<file path="src/rtl/srsc_recover_out.sv">
// Scene-radiance recovery J = A +/- |I-A|/T with saturation, FWFT output FIFO, frame tagging; ROUND_BEHAVIOUR_EN selects round-half-up.
// Latency: i_valid to o_valid is 2 clk (stage A register + FIFO write) when the FIFO is empty.
// Backpressure: o_ready stalls the FIFO only; i_ready is advisory and a write into a full FIFO is dropped and sets sticky o_overflow.
module srsc_recover_out #(
  parameter int FRAC_BITS  = 6,
  parameter int FIFO_DEPTH = 8,
  parameter int IMG_WIDTH  = 512,
  parameter int IMG_HEIGHT = 512
) (
  input  logic        clk,
  input  logic        rst,
  input  logic        i_valid,
  output logic        i_ready,
  input  logic [15:0] i_mult_r,
  input  logic [15:0] i_mult_g,
  input  logic [15:0] i_mult_b,
  input  logic        i_sub_r,
  input  logic        i_sub_g,
  input  logic        i_sub_b,
  input  logic [7:0]  i_a_r,
  input  logic [7:0]  i_a_g,
  input  logic [7:0]  i_a_b,
  output logic [7:0]  o_j_r,
  output logic [7:0]  o_j_g,
  output logic [7:0]  o_j_b,
  output logic        o_valid,
  input  logic        o_ready,
  output logic        o_sof,
  output logic        o_eol,
  output logic        o_eof,
  output logic        o_overflow
);

  localparam int AW = $clog2(FIFO_DEPTH);
  localparam int PW = AW + 1;
  localparam int XW = (IMG_WIDTH > 1) ? $clog2(IMG_WIDTH) : 1;
  localparam int YW = (IMG_HEIGHT > 1) ? $clog2(IMG_HEIGHT) : 1;

  typedef struct packed {
    logic [7:0] r;
    logic [7:0] g;
    logic [7:0] b;
  } pix_t;

  function automatic logic [7:0] recover(input logic [15:0] mult, input logic sub,
                                         input logic [7:0] a);
    logic [16:0]        mag;
    logic signed [17:0] sum;
    logic [7:0]         res;
`ifdef ROUND_BEHAVIOUR_EN
    mag = ({1'b0, mult} + (17'(1) << (FRAC_BITS - 1))) >> FRAC_BITS;
`else
    mag = {1'b0, mult} >> FRAC_BITS;
`endif
    if (sub) sum = $signed({10'b0, a}) - $signed({1'b0, mag});
    else     sum = $signed({10'b0, a}) + $signed({1'b0, mag});
    if (sum < 0)                     res = 8'd0;
    else if (sum > 18'sd255)         res = 8'd255;
    else                             res = sum[7:0];
    return res;
  endfunction

  logic          a_vld;
  pix_t          a_pix;
  pix_t          mem [FIFO_DEPTH];
  pix_t          rd_pix;
  logic [PW-1:0] wr_ptr, rd_ptr, count;
  logic          full, empty, push, pop;
  logic [XW-1:0] x;
  logic [YW-1:0] y;

  always_ff @(posedge clk or posedge rst) begin
    if (rst) begin
      a_vld <= 1'b0;
      a_pix <= '0;
    end else begin
      a_vld <= i_valid;
      a_pix <= '{r: recover(i_mult_r, i_sub_r, i_a_r),
                 g: recover(i_mult_g, i_sub_g, i_a_g),
                 b: recover(i_mult_b, i_sub_b, i_a_b)};
    end
  end

  assign count   = wr_ptr - rd_ptr;
  assign empty   = (wr_ptr == rd_ptr);
  assign full    = (wr_ptr[PW-1] != rd_ptr[PW-1]) && (wr_ptr[AW-1:0] == rd_ptr[AW-1:0]);
  assign pop     = o_valid && o_ready;
  // A full FIFO still accepts when the same cycle pops.
  assign push    = a_vld && (!full || pop);
  assign i_ready = (count <= PW'(FIFO_DEPTH - 2));

  always_ff @(posedge clk or posedge rst) begin
    if (rst) begin
      wr_ptr     <= '0;
      rd_ptr     <= '0;
      o_overflow <= 1'b0;
    end else begin
      if (push) wr_ptr <= wr_ptr + PW'(1);
      if (pop)  rd_ptr <= rd_ptr + PW'(1);
      if (a_vld && full && !pop) o_overflow <= 1'b1;
    end
  end

  always_ff @(posedge clk) begin
    if (push) mem[wr_ptr[AW-1:0]] <= a_pix;
  end

  always_ff @(posedge clk or posedge rst) begin
    if (rst) begin
      x <= '0;
      y <= '0;
    end else if (pop) begin
      if (x == XW'(IMG_WIDTH - 1)) begin
        x <= '0;
        y <= (y == YW'(IMG_HEIGHT - 1)) ? '0 : y + YW'(1);
      end else begin
        x <= x + XW'(1);
      end
    end
  end

  assign rd_pix  = mem[rd_ptr[AW-1:0]];
  assign o_valid = !empty;
  assign o_j_r   = o_valid ? rd_pix.r : 8'd0;
  assign o_j_g   = o_valid ? rd_pix.g : 8'd0;
  assign o_j_b   = o_valid ? rd_pix.b : 8'd0;
  assign o_sof   = o_valid && (x == '0) && (y == '0);
  assign o_eol   = o_valid && (x == XW'(IMG_WIDTH - 1));
  assign o_eof   = o_eol && (y == YW'(IMG_HEIGHT - 1));

endmodule
</file>
<file path="config.mk">
export PLATFORM = sky130hd
export DESIGN_NAME = srsc_recover_out
export DESIGN_NICKNAME = d
export VERILOG_FILES = /design/src/rtl/srsc_recover_out.sv
export SDC_FILE = /design/constraint.sdc
export NUM_CORES = 1
export LEC_CHECK = 0
export ABC_AREA = 1
export ABC_CLOCK_PERIOD_IN_PS = 4110
export CORE_ASPECT_RATIO = 1.5
export CORE_UTILIZATION = 58
export DETAILED_ROUTE_END_ITERATION = 16
export MAX_ROUTING_LAYER = met4
export PLACE_DENSITY = 0.8
export SLEW_MARGIN = 20
export SYNTH_ARGS = -nofsm -noshare
export SYNTH_HDL_FRONTEND = slang
export SYNTH_SLANG_ARGS = --single-unit
</file>
<file path="constraint.sdc">
create_clock -name clk -period 4.11 [get_ports clk]
set_input_delay 0.822 -clock clk [delete_from_list [all_inputs] [get_ports clk]]
set_output_delay 0.822 -clock clk [all_outputs]
set_load 0.05 [all_outputs]
</file>
# Word level (Yosys, flattened, before mapping)
# Memory sizes are Yosys's and may differ from the RTL's.
# Cells that the tools add are included.
[totals]
register_bits = 52
ramBits = 192
latch_bits = 0
word_cells = 65
romBits = 0
mem_count = 1
[memory_table]
columns = ["memory", "words", "word_bits", "rd", "rd_ports_with_merged_regs", "wr", "line_no", "rtl"]
rows = [
  ["mem", 8, 24, 1, 0, 1, "65", "pix_t mem [FIFO_DEPTH];"],
]
[op_classes]
mul = 0
order_cmp = 7
bitwise_logic = 0
reduce_logical = 16
n_eq_ne = 5
mux = 16
shifts = 0
div = 0
addsub = 11
[op_table]
columns = ["op", "n"]
rows = [
  ["2-to-1 mux 8 bit", 9],
  ["> comparator 18 x 9 -> 1 bit, second input constant", 3],
  ["less-than comparator 18 x 1 -> 1 bit, second input constant", 3],
  ["2-to-1 mux 18 bit", 3],
  ["adder 8 x 10 -> 11 bit", 3],
  ["subtractor 8 x 10 -> 11 bit", 3],
  ["adder 9 x 1 -> 9 bit, second input constant", 2],
  ["equality test 9 bit, second input constant", 2],
  ["zero test 9 bit", 2],
  ["2-to-1 mux 9 bit", 2],
  ["logical AND 1 bit", 9],
  ["adder 4 x 1 -> 4 bit, second input constant", 2],
  ["equality test 4 bit", 1],
  ["less-or-equal comparator 4 x 3 -> 1 bit, second input constant", 1],
  ["subtractor 4 bit", 1],
  ["equality test 3 bit", 1],
  ["zero test 1 bit", 3],
  ["2-to-1 mux 1 bit", 2],
  ["AND reduction 2 bit", 1],
  ["logical OR 1 bit", 1],
  ["inequality test 1 bit", 1],
]

# Logic depth before layout (Yosys ltp)
# Gate-level depths: netlist of run 1.
[logic_depth]
word_depth = 7
ltp_mapped = 15

# Worst setup path before layout of run 1
# No wires, ideal clock.
[synth_path]
kind = "reg-to-output"
from = "reg rd_ptr[1]"
to = "out o_j_b[0]"
arrival_time_ns = 2.756
path_stages_with_launch = 10
slack_ns = 0.532
n_path_buf = 2
required_ns = 3.288
cell_sequence = "dfrtp_1 inv_1 clkbuf_1 ha_1 nand3_1 nor2_2 inv_1 buf_2 o21ai_0 a31oi_1"
[synth_via]
elab_chain_cells = 2
[synth_rtl]
columns = ["element", "line_no", "rtl"]
rows = [
  ["start: declaration", "67", "logic [PW-1:0] wr_ptr, rd_ptr, count;"],
  ["start signal: assignment", "99", "if (pop) rd_ptr <= rd_ptr + PW'(1);"],
  ["memory read (8 x 24 bit) or equality test 4 bit (tied branches)", "--", ""],
  ["2-to-1 mux 8 bit (*)", "126", "assign o_j_b = o_valid ? rd_pix.b : 8'd0;"],
  ["end: declaration", "25", "output logic [7:0] o_j_b,"],
]
# Mark *: on every way between the ends. The rest lies on a longest branch, timed or not.

# Final worst setup path of run 1
[layout_path]
from = "reg wr_ptr[2]"
to = "out o_j_r[1]"
[layout_via]
elab_chain_cells = 2
[layout_rtl]
columns = ["element", "line_no", "rtl"]
rows = [
  ["start: declaration", "67", ""],
  ["start signal: assignment", "98", "if (push) wr_ptr <= wr_ptr + PW'(1);"],
  ["equality test 4 bit", "85", "assign empty = (wr_ptr == rd_ptr);"],
  ["2-to-1 mux 8 bit", "124", "assign o_j_r = o_valid ? rd_pix.r : 8'd0;"],
  ["end: declaration", "23", "output logic [7:0] o_j_r,"],
]
# No other way between the ends.

==> results of run 1 <==
[how the worst min path moves through the flow]
stage	from	endpoint	slack [ns]
5_1_grt	a_vld$_DFF_PP0_	o_overflow$_DFFE_PP0P_	0.53
3_3_place_gp	o_overflow$_DFFE_PP0P_	o_overflow$_DFFE_PP0P_	0.44
6_report	a_vld$_DFF_PP0_	o_overflow$_DFFE_PP0P_	0.50
3_5_place_dp	a_vld$_DFF_PP0_	o_overflow$_DFFE_PP0P_	0.49
4_1_cts	a_vld$_DFF_PP0_	o_overflow$_DFFE_PP0P_	0.50
2_1_floorplan	a_vld$_DFF_PP0_	o_overflow$_DFFE_PP0P_	0.45
[sequential cells by signal (all words and copies together) (netlist names)]
| register | flops |
|---|---|
| wr_ptr | 4 |
| a_pix | 24 |
| rd_ptr | 4 |
| x | 9 |
| y | 9 |
| o_overflow | 1 |
| mem | 192 |
| a_vld | 1 |
[layout make-up]
type | count | area [um^2]
fill | 1530 | 6470
tap | 268 | 335
clock inverter | 14 | 109
clock buffer | 22 | 508
sequential | 244 | 7070
inverter | 137 | 515
multi-input combinational | 838 | 4610
timing repair buffer | 112 | 1370
[cell usage after synthesis, drive strengths merged, types with 2 or more instances]
master | number | area share, %
nor3 | 12 | 0.58
inv | 136 | 4.1
buf | 19 | 0.81
clkbuf | 31 | 0.94
nand3 | 51 | 2.1
a21oi | 48 | 1.9
nand2 | 183 | 5.7
o22ai | 24 | 1.2
nor4 | 6 | 0.30
fa | 7 | 1.1
a211oi | 2 | 0.12
nor3b | 2 | 0.20
nand3b | 5 | 0.30
xnor2 | 2 | 0.14
o211ai | 2 | 0.12
xor2 | 21 | 1.5
a21o | 3 | 0.18
ha | 59 | 6.0
o21ai | 162 | 6.5
nor2 | 194 | 6.1
nand4 | 17 | 0.86
or2 | 2 | 0.10
a31oi | 24 | 1.2
dfrtp | 52 | 11
and2 | 3 | 0.15
o21bai | 4 | 0.24
edfxtp | 192 | 47
[power breakdown]
group | switching [mW] | internal, mW | total [mW]
sequential | 0.197 | 3.14 | 3.34
combinational | 3.23 | 2.01 | 5.24
clock | 0.817 | 0.967 | 1.78
total | 4.25 | 6.12 | 10.4
[logic make-up (layout without fill, tap and decap cells)]
logic type      after synthesis  count (layout)  synth area share, %
compound gates              273             273                 11.8
flops                       244             244                 57.1
fa+ha+maj                    66              66                 7.09
xor+xnor                     23              23                 1.69
buf+inv                     187             285                 5.91
simple gates                476             476                 16.4
[worst max-delay path: cells and delay by family (launching register included)]
kind                       cells  cell delay [ns]
adders and majority gates      1             0.37
buffers and inverters          3             0.88
and+or+nand+nor                2             0.56
DFF                            1             0.41
AOI/OAI and AO/OA              2             0.23
[layer usage]
layer / vias up / share of wire [%] / track usage (%)
met4: 0 / 2.5 / 8.69
met2: 248 / 54 / 45.2
met3: 46 / 4.7 / 2.71
met5: - / 0 / -
met1: 4365 / 39 / 28.7
li1: 4495 / - / -
==> flow_metrics.tcl, run 1 <==
set metrics [dict create \
    dieHeight_um 181 \
    htree_levels 1 \
    cp.required_ns 3.29 \
    rsz0062_at_grt "no" \
    insertion_delay_ns 0.50 \
    hold_class "flop to flop" \
    crit_start "wr_ptr[2]$_DFFE_PP0P_" \
    final_cell_mix "192 x edfxtp_1, 183 x nor2_1, 179 x nand2_1" \
    timing.fmax_ghz 0.266 \
    io_pins 109 \
    timing.hold.ws_ns 0.499 \
    outcome "finished, final reports clean" \
    p_per_area_mw_per_mm2 715 \
    skew_ns 0.0117 \
    finalHoldViolCount 0 \
    final_util_pct 69.2 \
    wl_per_cell_um 15.8 \
    setup.worst_path.end "o_j_r[1]" \
    setup_viol 0 \
    synth_edf_count 192 \
    ant_nets 0 \
    dr.pass1.iters 5 \
    cts.sinks 244 \
    cts_made_buffers 20 \
    grt_pass1_wl_um 42100 \
    irDropWorstVdd_mv 0.534 \
    syn2layout_area_growth_pct 17.2 \
    placedCellCount 1599 \
    cap_violations 0 \
    clock_path_buffers 3 \
    n_antenna_cell 0 \
    fin_tns_setup_ns 0 \
    r2r_slack_ns 1.55 \
    period_share_pct 91.6 \
    worstPathArrival_ns 2.94 \
    gp_congestion 0.896 \
    drc_errors 0 \
    setup_slack_ns 0.346 \
    crit_type "flop to output port" \
    final_area_mm2 0.0145 \
    overflow 0 \
    core_area_mm2 0.0210 \
    final_cells 1635 \
    finalPower_mw 10.4 \
    min_delay_path_depth 1 \
    synthesis.nets 1414 \
    place_area_mm2 0.0139 \
    cts_tree "built" \
    syn_avg_cell_area_um2 9.76 \
    vias 9154 \
    synthArstFlopShare_pct 21.3 \
    grt_max_degree 65 \
    path_cells "ha_1 -> nand3_1 -> nor2_2 -> inv_1 -> buf_4 -> o21ai_0 -> a31oi_1 -> buf_12" \
    postCtsResizedCells 0 \
    r2r_end "mem[2][23]$_DFFE_PP_" \
    synthCells 1269 \
    synth_seq_cells 244 \
    antenna_found_initial 0 \
    worst_path_largest_cell_delay_ns 0.41 \
    yosysWarnings 0 \
    hpwl_um 17300 \
    fin_crit_ns 3.76 \
    drive_above_1_share_pct 7.68 \
    port-buffer-count 90 \
    first_global_vias 8944 \
    r2r_start "wr_ptr[0]$_DFFE_PP0P_" \
    final_common_cell "edfxtp_1" \
    hold_buffers 0 \
    rows 65 \
    worst_pin_slew_ns 0.757 \
    drt_iter0_drc 719 \
    wl_um 25800 \
    post_cts_buffers 0 \
    worst_setup_path_end_kind "output port" \
    slowest_stage "dfrtp_1" \
    cp_max_fo 12 \
    ff2ff_path_depth 8 \
    grtUsageTotal_pct 25.2 \
    yosysUniqueCellTypes 45 \
    max-slew-margin-rel_pct 49.5 \
    synth_area_mm2 0.0124 \
    drv_slew 0 \
    final_nets 1498 \
    yosys_most_used_dff "edfxtp_1" \
    start_kind "flop" \
    vias_per_cell 5.60 \
    die_w_um 121 \
    dieArea_mm2 0.0220 \
    pre_cts_ws_ns 0.827 \
    initial_utilization_pct 59.0 \
    p_leak_nw 6.01 \
    clkTransAtPathRegs_ns 0.07 \
    yosysSeqAreaShare_pct 57.1 \
    cts-root-buf "clkbuf_16" \
]
No activity file was read; power rests on OpenSTA's default activity.
==> inputs of run 2 (changes only) <==
--- a/config.mk
+++ b/config.mk
@@ -6,7 +6,7 @@
 export NUM_CORES = 1
 export LEC_CHECK = 0
 export ABC_AREA = 1
-export ABC_CLOCK_PERIOD_IN_PS = 4110
+export ABC_CLOCK_PERIOD_IN_PS = 3700
 export CORE_ASPECT_RATIO = 1.5
 export CORE_UTILIZATION = 58
 export DETAILED_ROUTE_END_ITERATION = 16
==> constraint.sdc (replaced) <==
create_clock -name clk -period 3.7 [get_ports clk]
set_input_delay 0.74 -clock clk [delete_from_list [all_inputs] [get_ports clk]]
set_output_delay 0.74 -clock clk [all_outputs]
set_load 0.05 [all_outputs]
==> run 2 against run 1 <==
Against the previous run: critical path type unchanged; highest routed layer unchanged; die area unchanged; sequential power rose by 11%; sequential share of layout area fell by 0.23 points; hold slack got worse by 0.028 ns; global-route usage is 0.61 points higher; total power is 12% higher; cell count is 0.18% higher; non-clock buffer count grew 3.
==> flow_metrics.tcl, run 2 (synthesis results as in run 1) <==
set metrics [dict create \
    fin_crit_ns 3.48 \
    dr.pass1.iters 5 \
    power_frac_seq_pct 32.0 \
    period_share_pct 94.2 \
    overflow 0 \
    port-buffer-count 90 \
    post_cts_buffers 0 \
    clkTransAtPathRegs_ns 0.07 \
    clkPwrFrac_pct 17.9 \
    critPathTopFamily "buffers and inverters" \
    irDropWorstVdd_mv 0.593 \
    start_kind "flop" \
    wl_um 26300 \
    crit_type "flop to output port" \
    r2r_end "mem[3][21]$_DFFE_PP_" \
    min_delay_path_depth 1 \
    drv_slew 0 \
    gp_congestion 0.904 \
    max-slew-margin-rel_pct 45.1 \
    skew_ns 0.00968 \
    syn2layout_area_growth_pct 17.7 \
    fin_tns_setup_ns 0 \
    setup_viol 0 \
    placedCellCount 1602 \
    final_cell_mix "192 x edfxtp_1, 183 x nor2_1, 179 x nand2_1" \
    first_global_vias 9103 \
    wl_per_cell_um 16.0 \
    final_nets 1501 \
    cts_made_buffers 20 \
    hold_buffers 0 \
    worst_setup_path_end_kind "output port" \
    drive_above_1_share_pct 8.25 \
    nFillCells 1513 \
    rows 65 \
    cp_max_fo 13 \
    pwr-share-comb_pct 50.1 \
    dieArea_mm2 0.0220 \
    initial_utilization_pct 59.0 \
    ff2ff_path_depth 7 \
    crit_buf_inv 4 \
    cts_tree "built" \
    p_sw_share_pct 40.8 \
    outcome "finished, final reports clean" \
    finalHoldViolCount 0 \
    p_per_area_mw_per_mm2 798 \
    crit_start "wr_ptr[2]$_DFFE_PP0P_" \
    dieHeight_um 181 \
    cp.required_ns 2.96 \
    r2r_slack_ns 1.18 \
    wl_met1_um 10300 \
    final_common_cell "edfxtp_1" \
    cp.depth 9 \
    grtUsageTotal_pct 25.8 \
    cts.sinks 244 \
    r2r_start "wr_ptr[2]$_DFFE_PP0P_" \
    route.met2.wl_um 14100 \
    grt_max_degree 52 \
    holdPathEnd "o_overflow$_DFFE_PP0P_" \
    insertion_delay_ns 0.49 \
    clock_path_buffers 3 \
    drt_iter0_drc 667 \
    worst_pin_slew_ns 0.817 \
    multiInputGateArea_mm2 0.00461 \
    io_pins 109 \
    htree_levels 1 \
    final_util_pct 69.5 \
    worstPathArrival_ns 2.74 \
    core_area_mm2 0.0210 \
    power_switching_mw 4.74 \
    seq_area_mm2 0.00707 \
    worst_path_largest_cell_delay_ns 0.43 \
    antenna_found_initial 0 \
    hold_class "flop to flop" \
    drc_errors 0 \
    pre_cts_ws_ns 0.605 \
    largest_reg_flops 192 \
    p_leak_nw 6.04 \
    postCtsResizedCells 0 \
    ant_nets 0 \
    cp_common_cell "buf_4" \
    power.internal_mw 6.89 \
    highest_layer "met4" \
    min_from "o_overflow$_DFFE_PP0P_" \
    cts-root-buf "clkbuf_16" \
    final_cells 1638 \
    slowest_stage "dfrtp_1" \
    vias_per_cell 5.63 \
    grt_pass1_wl_um 43500 \
    path_cells "ha_1 -> nand3_1 -> nor2_2 -> buf_4 -> inv_1 -> buf_4 -> o21ai_0 -> a31oi_1 -> buf_12" \
    die_w_um 121 \
    timing.fmax_ghz 0.287 \
    finalPower_mw 11.6 \
    n_antenna_cell 0 \
    hpwl_um 17400 \
    vias 9230 \
    cap_violations 0 \
    dr_wl_met3_um 1390 \
    rsz0062_at_grt "no" \
    setup_slack_ns 0.216 \
]
## run 2: cell count changes in the layout (fill, tap and decap cells not counted), sizes merged
cell      before  now
clkinv        12    6
clkbuf        22   27
clkinvlp       1    2
buf           51   54
## run 2: per-stage QoR
| stage | hold WS [ns] | area (um^2) |
|---|---|---|
| 3_3_place_gp | 0.458 | 13900 |
| 5_1_grt | 0.512 | 14600 |
| 2_1_floorplan | 0.454 | 12400 |
| 6_report | 0.471 | 14600 |
| 3_5_place_dp | 0.451 | 13900 |
| 4_1_cts | 0.475 | 14600 |
## run 2: worst reg2reg max path, cell delays in order (launching register included)
cell     delay (ns)
dfrtp_1        0.43
ha_1           0.38
nand3_1        0.15
nor3b_2        0.08
nor2_2         0.18
nand2_1        0.20
nor2_2         0.43
buf_4          0.36
## run 2: routing by layer
| layer | GRT usage (%) | up-vias |
|---|---|---|
| li1 | - | 4507 |
| met1 | 30.6 | 4374 |
| met2 | 45.5 | 303 |
| met3 | 2.59 | 46 |
| met4 | 8.05 | 0 |
| met5 | - | - |
## run 2: how the worst max path moves through the flow
| stage | to |
|---|---|
| 6_report | o_j_b[3] |
| 5_1_grt | o_j_b[3] |
| 4_1_cts | o_j_b[3] |
| 3_5_place_dp | a_pix[8]$_DFF_PP0_ |
| 3_3_place_gp | a_pix[8]$_DFF_PP0_ |
| 2_1_floorplan | o_j_b[0] |
## run 2: cell type report
| type | instances | share of cell area, % |
|---|---|---|
| clock buffers | 27 | 3.90 |
| clock inverters | 9 | 0.558 |
| inverters | 137 | 3.54 |
| multi-input cells | 838 | 31.6 |
| flip-flops and latches | 244 | 48.5 |
| well taps | 268 | 2.30 |
| repair buffers | 115 | 9.63 |
## run 2: power by group through the flow
stage	logic (mW)	clock network (mW)	registers (mW)
2_1_floorplan	3.35	0	3.73
5_1_grt	6.24	2.20	3.77
4_1_cts	5.85	2.10	3.72
3_3_place_gp	5.72	0	3.75
3_5_place_dp	5.80	0	3.77
6_report	5.82	2.08	3.72
==> inputs of run 3 (changes only) <==
--- a/config.mk
+++ b/config.mk
@@ -8,6 +8,7 @@
 export ABC_AREA = 1
 export ABC_CLOCK_PERIOD_IN_PS = 3700
 export CORE_ASPECT_RATIO = 1.5
+export CORE_MARGIN = 4
 export CORE_UTILIZATION = 58
 export DETAILED_ROUTE_END_ITERATION = 16
 export MAX_ROUTING_LAYER = met4
==> run 3 against run 2 <==
Against the previous run: die area increased by 8.4%; critical path depth did not move; non-clock buffer count fell by 4; via count is 0.12% higher; cell count fell by 0.18%; clock skew hardly changed; utilization decreased by 0.19 points; critical path type unchanged; largest power group unchanged; highest routed layer unchanged.
==> flow_metrics.tcl, run 3 (synthesis results as in run 1) <==
set metrics [dict create \
    overflow 0 \
    power_switching_mw 4.77 \
    vias_per_cell 5.65 \
    final_nets 1498 \
    skew_ns 0.00967 \
    worst_pin_slew_ns 0.765 \
    cap_violations 0 \
    worstPathArrival_ns 2.80 \
    crit_type "flop to output port" \
    first_global_vias 9199 \
    grtUsageTotal_pct 23.1 \
    cts_tree "built" \
    pre_cts_ws_ns 0.530 \
    io_pins 109 \
    wl_per_cell_um 16.3 \
    outcome "finished, final reports clean" \
    clkPwrFrac_pct 18.7 \
    hpwl_um 17600 \
    max-slew-margin-rel_pct 48.5 \
    hold_buffers 0 \
    clkTransAtPathRegs_ns 0.07 \
    drc_errors 0 \
    cts-root-buf "clkbuf_16" \
    timing.fmax_ghz 0.283 \
    core_area_mm2 0.0211 \
    initial_utilization_pct 58.8 \
    rsz0062_at_grt "no" \
    dr.pass1.iters 5 \
    period_share_pct 95.6 \
    drive_above_1_share_pct 8.05 \
    grt_pass1_wl_um 43700 \
    cp_max_fo 14 \
    start_kind "flop" \
    finalPower_mw 11.8 \
    setup_viol 0 \
    power_frac_seq_pct 31.7 \
    power.internal_mw 6.99 \
    dieArea_mm2 0.0238 \
    die_w_um 127 \
    fin_crit_ns 3.54 \
    port-buffer-count 90 \
    cp.required_ns 2.96 \
    final_cell_mix "192 x edfxtp_1, 183 x nor2_1, 179 x nand2_1" \
    post_cts_buffers 0 \
    wl_um 26700 \
    n_antenna_cell 0 \
    worst_setup_path_end_kind "output port" \
    drt_iter0_drc 713 \
    clock_path_buffers 3 \
    fin_tns_setup_ns 0 \
    antenna_found_initial 0 \
    drv_slew 0 \
    cts.sinks 244 \
    rows 65 \
    insertion_delay_ns 0.50 \
    nFillCells 1553 \
    largest_reg_flops 192 \
    pwr-share-comb_pct 49.6 \
    setup_slack_ns 0.164 \
    htree_levels 1 \
    irDropWorstVdd_mv 0.650 \
    cts_made_buffers 21 \
    hold_class "flop to flop" \
    gp_congestion 0.904 \
    p_leak_nw 6.05 \
    vias 9241 \
    ant_nets 0 \
    syn2layout_area_growth_pct 17.8 \
    p_sw_share_pct 40.5 \
    final_common_cell "edfxtp_1" \
    grt_max_degree 52 \
    dieHeight_um 187 \
    p_per_area_mw_per_mm2 806 \
    finalHoldViolCount 0 \
]
## run 3: power by group through the flow
stage	sequential, mW	clock [mW]	combinational, mW
6_report	3.73	2.19	5.83
5_1_grt	3.77	2.34	6.25
4_1_cts	3.73	2.21	5.85
3_5_place_dp	3.78	0	5.83
3_3_place_gp	3.76	0	5.71
2_1_floorplan	3.73	0	3.35
## run 3: area by class of cell
class / count / area [um^2] / share of cell area (%)
inverters: 137 / 515 / 3.53
well taps: 268 / 335 / 2.30
multi-input cells: 838 / 4610 / 31.6
clock inverters: 7 / 100 / 0.686
flip-flops and latches: 244 / 7070 / 48.4
clock buffers: 30 / 589 / 4.04
repair buffers: 111 / 1370 / 9.41
## run 3: timing repair
item                                    4_1_cts  5_1_grt
endpoints found under the setup margin        0        1
resized for setup                             0        1
endpoints found under the hold margin         0        0
## run 3: final timing paths
| path | from | end | slack (ns) | depth (start not counted) |
|---|---|---|---|---|
| worst max-delay path | rd_ptr[0]$_DFFE_PP0P_ | o_j_b[3] | 0.16 | 9 |
| worst min-delay path | o_overflow$_DFFE_PP0P_ | o_overflow$_DFFE_PP0P_ | 0.46 | 1 |
| worst max register to register | rd_ptr[0]$_DFFE_PP0P_ | mem[2][18]$_DFFE_PP_ | 1.14 | 7 |
| worst min register to register | o_overflow$_DFFE_PP0P_ | o_overflow$_DFFE_PP0P_ | 0.46 | 1 |
| max in group asynchronous | rst | x[7]$_DFFE_PP0P_ | 2.39 | 3 |
| min in group asynchronous | rst | a_pix[11]$_DFF_PP0_ | 0.66 | 2 |
## run 3: critical path: stages (launching register included)
cell,delay (ns)
dfrtp_2,0.51
ha_1,0.33
nand3_1,0.15
nor2_2,0.05
buf_4,0.17
inv_1,0.10
buf_4,0.24
o21ai_0,0.16
a31oi_2,0.38
buf_12,0.19
## run 3: stage by stage
stage               util [%]  hold slack [ns]  cells  instance area (um^2)
global route            69.3            0.501   1635                 14600
detailed placement      66.0            0.453   1598                 13900
finish                  69.3            0.462   1635                 14600
global placement        66.0            0.441   1598                 13900
CTS                     69.3            0.464   1635                 14600
floorplan                  -            0.454   1269                 12400
## run 3: per-layer routing
metal  share of wire, %  up-vias  GRT usage, %
met5                  0        -             -
met4                2.0        0          6.85
met3                5.6       42          2.26
met2                 54      320          41.3
met1                 38     4369          27.4
li1                   -     4510             -
